### src/rtl/traffic_sensor_cond.sv
// Input conditioning ahead of the traffic-light controller: synchronizes and debounces
// two vehicle sensors and two mode buttons, stretches traffic flags and counts arrivals.
module traffic_sensor_cond #(
    parameter int DEB_CYC  = 4,
    parameter int HOLD_CYC = 8,
    parameter int CW       = 8
) (
    input  logic       i_clk,
    input  logic       i_rstn,
    input  logic       i_sens_a,
    input  logic       i_sens_b,
    input  logic       i_btn_p,
    input  logic       i_btn_r,
    input  logic       i_cnt_clr,
    output logic       o_traff_a,
    output logic       o_traff_b,
    output logic       o_mode_p,
    output logic       o_mode_r,
    output logic [7:0] o_cnt_a,
    output logic [7:0] o_cnt_b
);

    typedef enum logic [1:0] {IDLE, BUSY, HOLD} state_t;

    // Channel order everywhere: 0 = road A, 1 = road B, 2 = button P, 3 = button R.
    logic [3:0]    raw;
    logic [3:0]    s1_q, s2_q;
    logic [3:0]    db_q, db_d;
    logic [CW-1:0] dcnt_q [4];
    logic [CW-1:0] dcnt_d [4];

    assign raw = {i_btn_r, i_btn_p, i_sens_b, i_sens_a};

    // NOTE: every always_comb output gets a default first so no path leaves it unassigned (no latch).
    always_comb begin
        for (int i = 0; i < 4; i++) begin
            db_d[i]   = db_q[i];
            dcnt_d[i] = '0;
            if (s2_q[i] != db_q[i]) begin
                if (dcnt_q[i] == CW'(DEB_CYC - 1)) db_d[i] = s2_q[i];
                else                               dcnt_d[i] = dcnt_q[i] + 1'b1;
            end
        end
    end

    // NOTE: sequential state uses non-blocking assignments so all flops update from pre-edge values.
    always_ff @(posedge i_clk) begin
        if (!i_rstn) begin
            s1_q <= '0;
            s2_q <= '0;
            db_q <= '0;
            for (int i = 0; i < 4; i++) dcnt_q[i] <= '0;
        end else begin
            s1_q <= raw;
            s2_q <= s1_q;
            db_q <= db_d;
            for (int i = 0; i < 4; i++) dcnt_q[i] <= dcnt_d[i];
        end
    end

    state_t        state_q [2];
    state_t        state_d [2];
    logic [CW-1:0] hcnt_q  [2];
    logic [CW-1:0] hcnt_d  [2];
    logic [1:0]    arrive;
    logic [1:0]    traff;

    always_ff @(posedge i_clk) begin
        if (!i_rstn) begin
            for (int i = 0; i < 2; i++) begin
                state_q[i] <= IDLE;
                hcnt_q[i]  <= '0;
            end
        end else begin
            for (int i = 0; i < 2; i++) begin
                state_q[i] <= state_d[i];
                hcnt_q[i]  <= hcnt_d[i];
            end
        end
    end

    always_comb begin
        for (int i = 0; i < 2; i++) begin
            state_d[i] = state_q[i];
            hcnt_d[i]  = hcnt_q[i];
            unique case (state_q[i])
                IDLE: if (db_q[i]) state_d[i] = BUSY;
                BUSY: if (!db_q[i]) begin
                    state_d[i] = HOLD;
                    hcnt_d[i]  = '0;
                end
                HOLD: begin
                    if (db_q[i])                              state_d[i] = BUSY;
                    else if (hcnt_q[i] == CW'(HOLD_CYC - 1)) state_d[i] = IDLE;
                    else                                      hcnt_d[i]  = hcnt_q[i] + 1'b1;
                end
                default: state_d[i] = IDLE;
            endcase
        end
    end

    // Only a fresh IDLE->BUSY entry is a new vehicle; HOLD->BUSY is the same one.
    always_comb begin
        for (int i = 0; i < 2; i++) begin
            traff[i]  = (state_q[i] != IDLE);
            arrive[i] = (state_q[i] == IDLE) && db_q[i];
        end
    end

    logic [7:0] cnt_q [2];
    logic [7:0] cnt_d [2];

    always_comb begin
        for (int i = 0; i < 2; i++) begin
            cnt_d[i] = cnt_q[i];
            if (i_cnt_clr)                           cnt_d[i] = '0;
            else if (arrive[i] && cnt_q[i] != 8'hFF) cnt_d[i] = cnt_q[i] + 8'd1;
        end
    end

    logic [1:0] db_dly_q;
    logic [1:0] rise;
    logic       mode_p_q, mode_r_q;

    assign rise = db_q[3:2] & ~db_dly_q;

    always_ff @(posedge i_clk) begin
        if (!i_rstn) begin
            cnt_q[0] <= '0;
            cnt_q[1] <= '0;
            db_dly_q <= '0;
            mode_p_q <= 1'b0;
            mode_r_q <= 1'b0;
        end else begin
            cnt_q[0] <= cnt_d[0];
            cnt_q[1] <= cnt_d[1];
            db_dly_q <= db_q[3:2];
            // Simultaneous P and R presses cancel each other.
            mode_p_q <= rise[0] & ~rise[1];
            mode_r_q <= rise[1] & ~rise[0];
        end
    end

    assign o_traff_a = traff[0];
    assign o_traff_b = traff[1];
    assign o_mode_p  = mode_p_q;
    assign o_mode_r  = mode_r_q;
    assign o_cnt_a   = cnt_q[0];
    assign o_cnt_b   = cnt_q[1];

endmodule
### config.mk
export PLATFORM = sky130hd
export DESIGN_NAME = traffic_sensor_cond
export DESIGN_NICKNAME = d
export VERILOG_FILES = /design/src/rtl/traffic_sensor_cond.sv
export SDC_FILE = /design/constraint.sdc
export NUM_CORES = 1
export LEC_CHECK = 0
export CAP_MARGIN = 20
export CORE_MARGIN = 4
export CORE_UTILIZATION = 60
export CTS_BUF_LIST = sky130_fd_sc_hd__clkbuf_16
export DETAILED_ROUTE_END_ITERATION = 12
export HOLD_SLACK_MARGIN = 0.06
export PLACE_DENSITY = 0.81
export SETUP_SLACK_MARGIN = 0.15
export SKIP_CTS_REPAIR_TIMING = 1
export SYNTH_ARGS = -nofsm -noshare
export SYNTH_HDL_FRONTEND = slang
export SYNTH_SLANG_ARGS = --single-unit
export TNS_END_PERCENT = 20
### constraint.sdc
create_clock -name i_clk -period 3.4 [get_ports i_clk]
set_input_delay 0.68 -clock i_clk [delete_from_list [all_inputs] [get_ports i_clk]]
set_output_delay 0.68 -clock i_clk [all_outputs]
set_load 0.02 [all_outputs]
==> metrics <==
CTS sink count between 80 and 90; Pwr per Cell Area 470.9 nW/µm²; Top FF cell, synth dfxtp_1; site row count 27; synthesized cell area about 3500 µm²; final hold vios 0; Post-Syn Area per Cell about 9 µm²; dominant cell by count in the synthesized netlist dfxtp_1; Layout Nets 428; antenna cells 0; DRC Markers 0; CTS max path bufs 2; Core ar. roughly 5600 µm²; post-DR vias/cell around 5.5; simple-gate share of the synthesized area 0.2659; Worst EP arrival between 2 and 3 ns; Detailed Route WL ~6100 µm; CP Capture Type register; Max FO, Critical Path 13; clk slew on worst S/H paths 0.06 ns; final core occ 0.7358; Least-Margin Pin Slew between 0.7 and 0.8 ns; Area Overhead vs Synth 18.08%; vias in the first global route 2595; Min Hold Slack between 0.4 and 0.5 ns; Setup crit start kind primary input; die area 7070 µm²; ys async rst share 0; Yosys reg bits 84; CTS tree yes; Synth area leader dfxtp_1; hpwl dp ~4300 µm; Peak VDD IR between 0.0003 and 0.0004 V; Layout fillers about 420; global-route wire length before repair 11030 µm; Max Slew Vio Count 0; DRT Pass-1 Iters 4; Worst-Skew Late Latency ~0.32 ns; DRT antenna net count 0; largest family of logic cells by synthesized area simple AND/OR/NAND/NOR gates; number of distinct library cells after synthesis 40; CP required 3.65 ns; max-cap viol count 0; fraction of synthesized area in multiplexers 0.01153; most frequent cells after synthesis dfxtp_1 (84), nor2_1 (53), nand3_1 (36); fraction of layout cells with a size suffix above 1 0.05276; H-tree depth 3; CP Class in -> reg; Port Buf Inserts 26; run status completed; Post-Synth XOR/XNOR Area 0.1084; Leak Pwr roughly 1.5 nW; Vias roughly 2700; ranking of synthesized cells by area dfxtp_1 (48%), xor2_1 (7.8%), nor2_1 (5.7%), nand3_1 (5.2%), xnor2_1 (3.0%); crit share post-route 0.6803; fin crit period between 2 and 2.5 ns; Slew headroom 0.4758; pin count of the biggest net entering global routing 17; Synth top area share 0.4841; Congestion Overflow GR 0; Synth Area in Compound Gates 0.08393; Total Routing Usage GR 0.1850; GP Congestion 0.8394; yosys warns 0; setup violators final 0; Syn Inst Count between 300 and 400; sequential element share of the synthesized area 0.4841; Hold Crit Class reg -> reg; Sequential cell area 1682 µm²; Post-synth EDFFs 0; Adder-Cell Fraction of Synth Area 0.02882; multi-input logic area ~1700 µm²; antenna violations before repair 0; Syn Nets ~400; FMAX roughly 0.43 GHz; TNS Setup 0 ns; Ports 27; clock skew about 0.0055 ns; DR iter-0 viols around 140; RSZ-0062 raised after global routing no; post-DR wirelength/cell around 13 µm; die height 84.09 µm; Num CTS Buffers 9; Starting Density 0.6231; die width 84.09 µm; CTS Root Cell clkbuf_16
-- metal layers --
layer / vias to the layer above / share of wire / wire length, µm / GRT usage
li1: 1399 / - / - / -
met1: 1252 / 0.51 / 3116 / 0.2488
met2: 55 / 0.45 / 2763 / 0.2884
met3: 7 / 0.032 / 196 / 0.03356
met4: 0 / 0.0085 / 52 / 0.08333
met5: - / 0 / 0 / 0
-- path summary, 6_finish.rpt --
| kind | start | endpoint | slack [ns] | cells past startpoint |
|---|---|---|---|---|
| max reg2reg | db_q[1]$_SDFFE_PN0P_ | cnt_q[0][12]$_SDFFE_PP0P_ | 1.52 | 4 |
| max | i_rstn | hcnt_q[0][7]$_SDFFE_PN0P_ | 1.09 | 5 |
| min | s1_q[3]$_SDFF_PN0_ | s2_q[3]$_SDFF_PN0_ | 0.44 | 1 |
| min reg2reg | s1_q[3]$_SDFF_PN0_ | s2_q[3]$_SDFF_PN0_ | 0.44 | 1 |
-- state kept, by name, summed over array words and instances, names as in the netlist --
| register | cells |
|---|---|
| o_mode_p | 1 |
| state_q | 4 |
| s2_q | 4 |
| o_mode_r | 1 |
| cnt_q | 16 |
| hcnt_q | 16 |
| db_dly_q | 2 |
| dcnt_q | 32 |
| s1_q | 4 |
| db_q | 4 |
-- cell usage in the layout (no fill, tap or decap), types with 8 or more instances in the layout --
cell	n
ha_1	8
a21oi_1	13
nand3_1	36
nand2_1	19
xor2_1	31
o21ai_0	11
inv_1	8
and2_1	12
xnor2_1	12
clkdlybuf4s50_1	26
and3_1	13
nor2_1	53
dfxtp_1	84
clkbuf_16	9
-- worst max-delay path, cell delays in order --
cell and delay [ns]:
clkdlybuf4s50_1 0.72, clkinv_1 0.16, nor3b_1 0.60, o21ai_0 0.20, a31oi_1 0.20
-- where the power goes --
group	internal [mW]	switching (mW)	total, mW
logic	0.0136	0.0182	0.0318
registers	0.990	0.00330	0.994
clock network	0.557	0.349	0.906
-- metrics by stage --
| step | total power, mW | worst slack (ns) | cells | cell area [µm²] |
|---|---|---|---|---|
| after CTS | 1.955 | 1.103 | 489 | 4101 |
| after global routing | 1.994 | 0.8741 | 489 | 4101 |
| after detailed placement | 1.047 | 0.7838 | 474 | 3820 |
| final | 1.931 | 1.087 | 489 | 4101 |
| after global placement | 1.047 | 0.7981 | 474 | 3820 |
| after floorplan | 1.031 | 1.678 | 380 | 3473 |
-- kinds of logic (layout without fill, tap and decap cells) --
| logic type | after synthesis | in the layout |
|---|---|---|
| flip-flops | 84 | 84 |
| AO/OA/AOI/OAI | 47 | 47 |
| XOR/XNOR | 43 | 43 |
| buffers and inverters | 16 | 53 |
| adder cells (fa/ha/maj) | 8 | 8 |
| multiplexers | 4 | 4 |
| AND/OR/NAND/NOR | 178 | 178 |
-- final cells by class --
cell class	instances	area share
clock buffers	9	0.05491
clock inverters	6	0.01373
inverters	9	0.008237
multi-input cells	280	0.4222
flip-flops and latches	84	0.4100
well taps	72	0.02196
repair buffers	29	0.06894
Power figures use the tool's default switching activity.
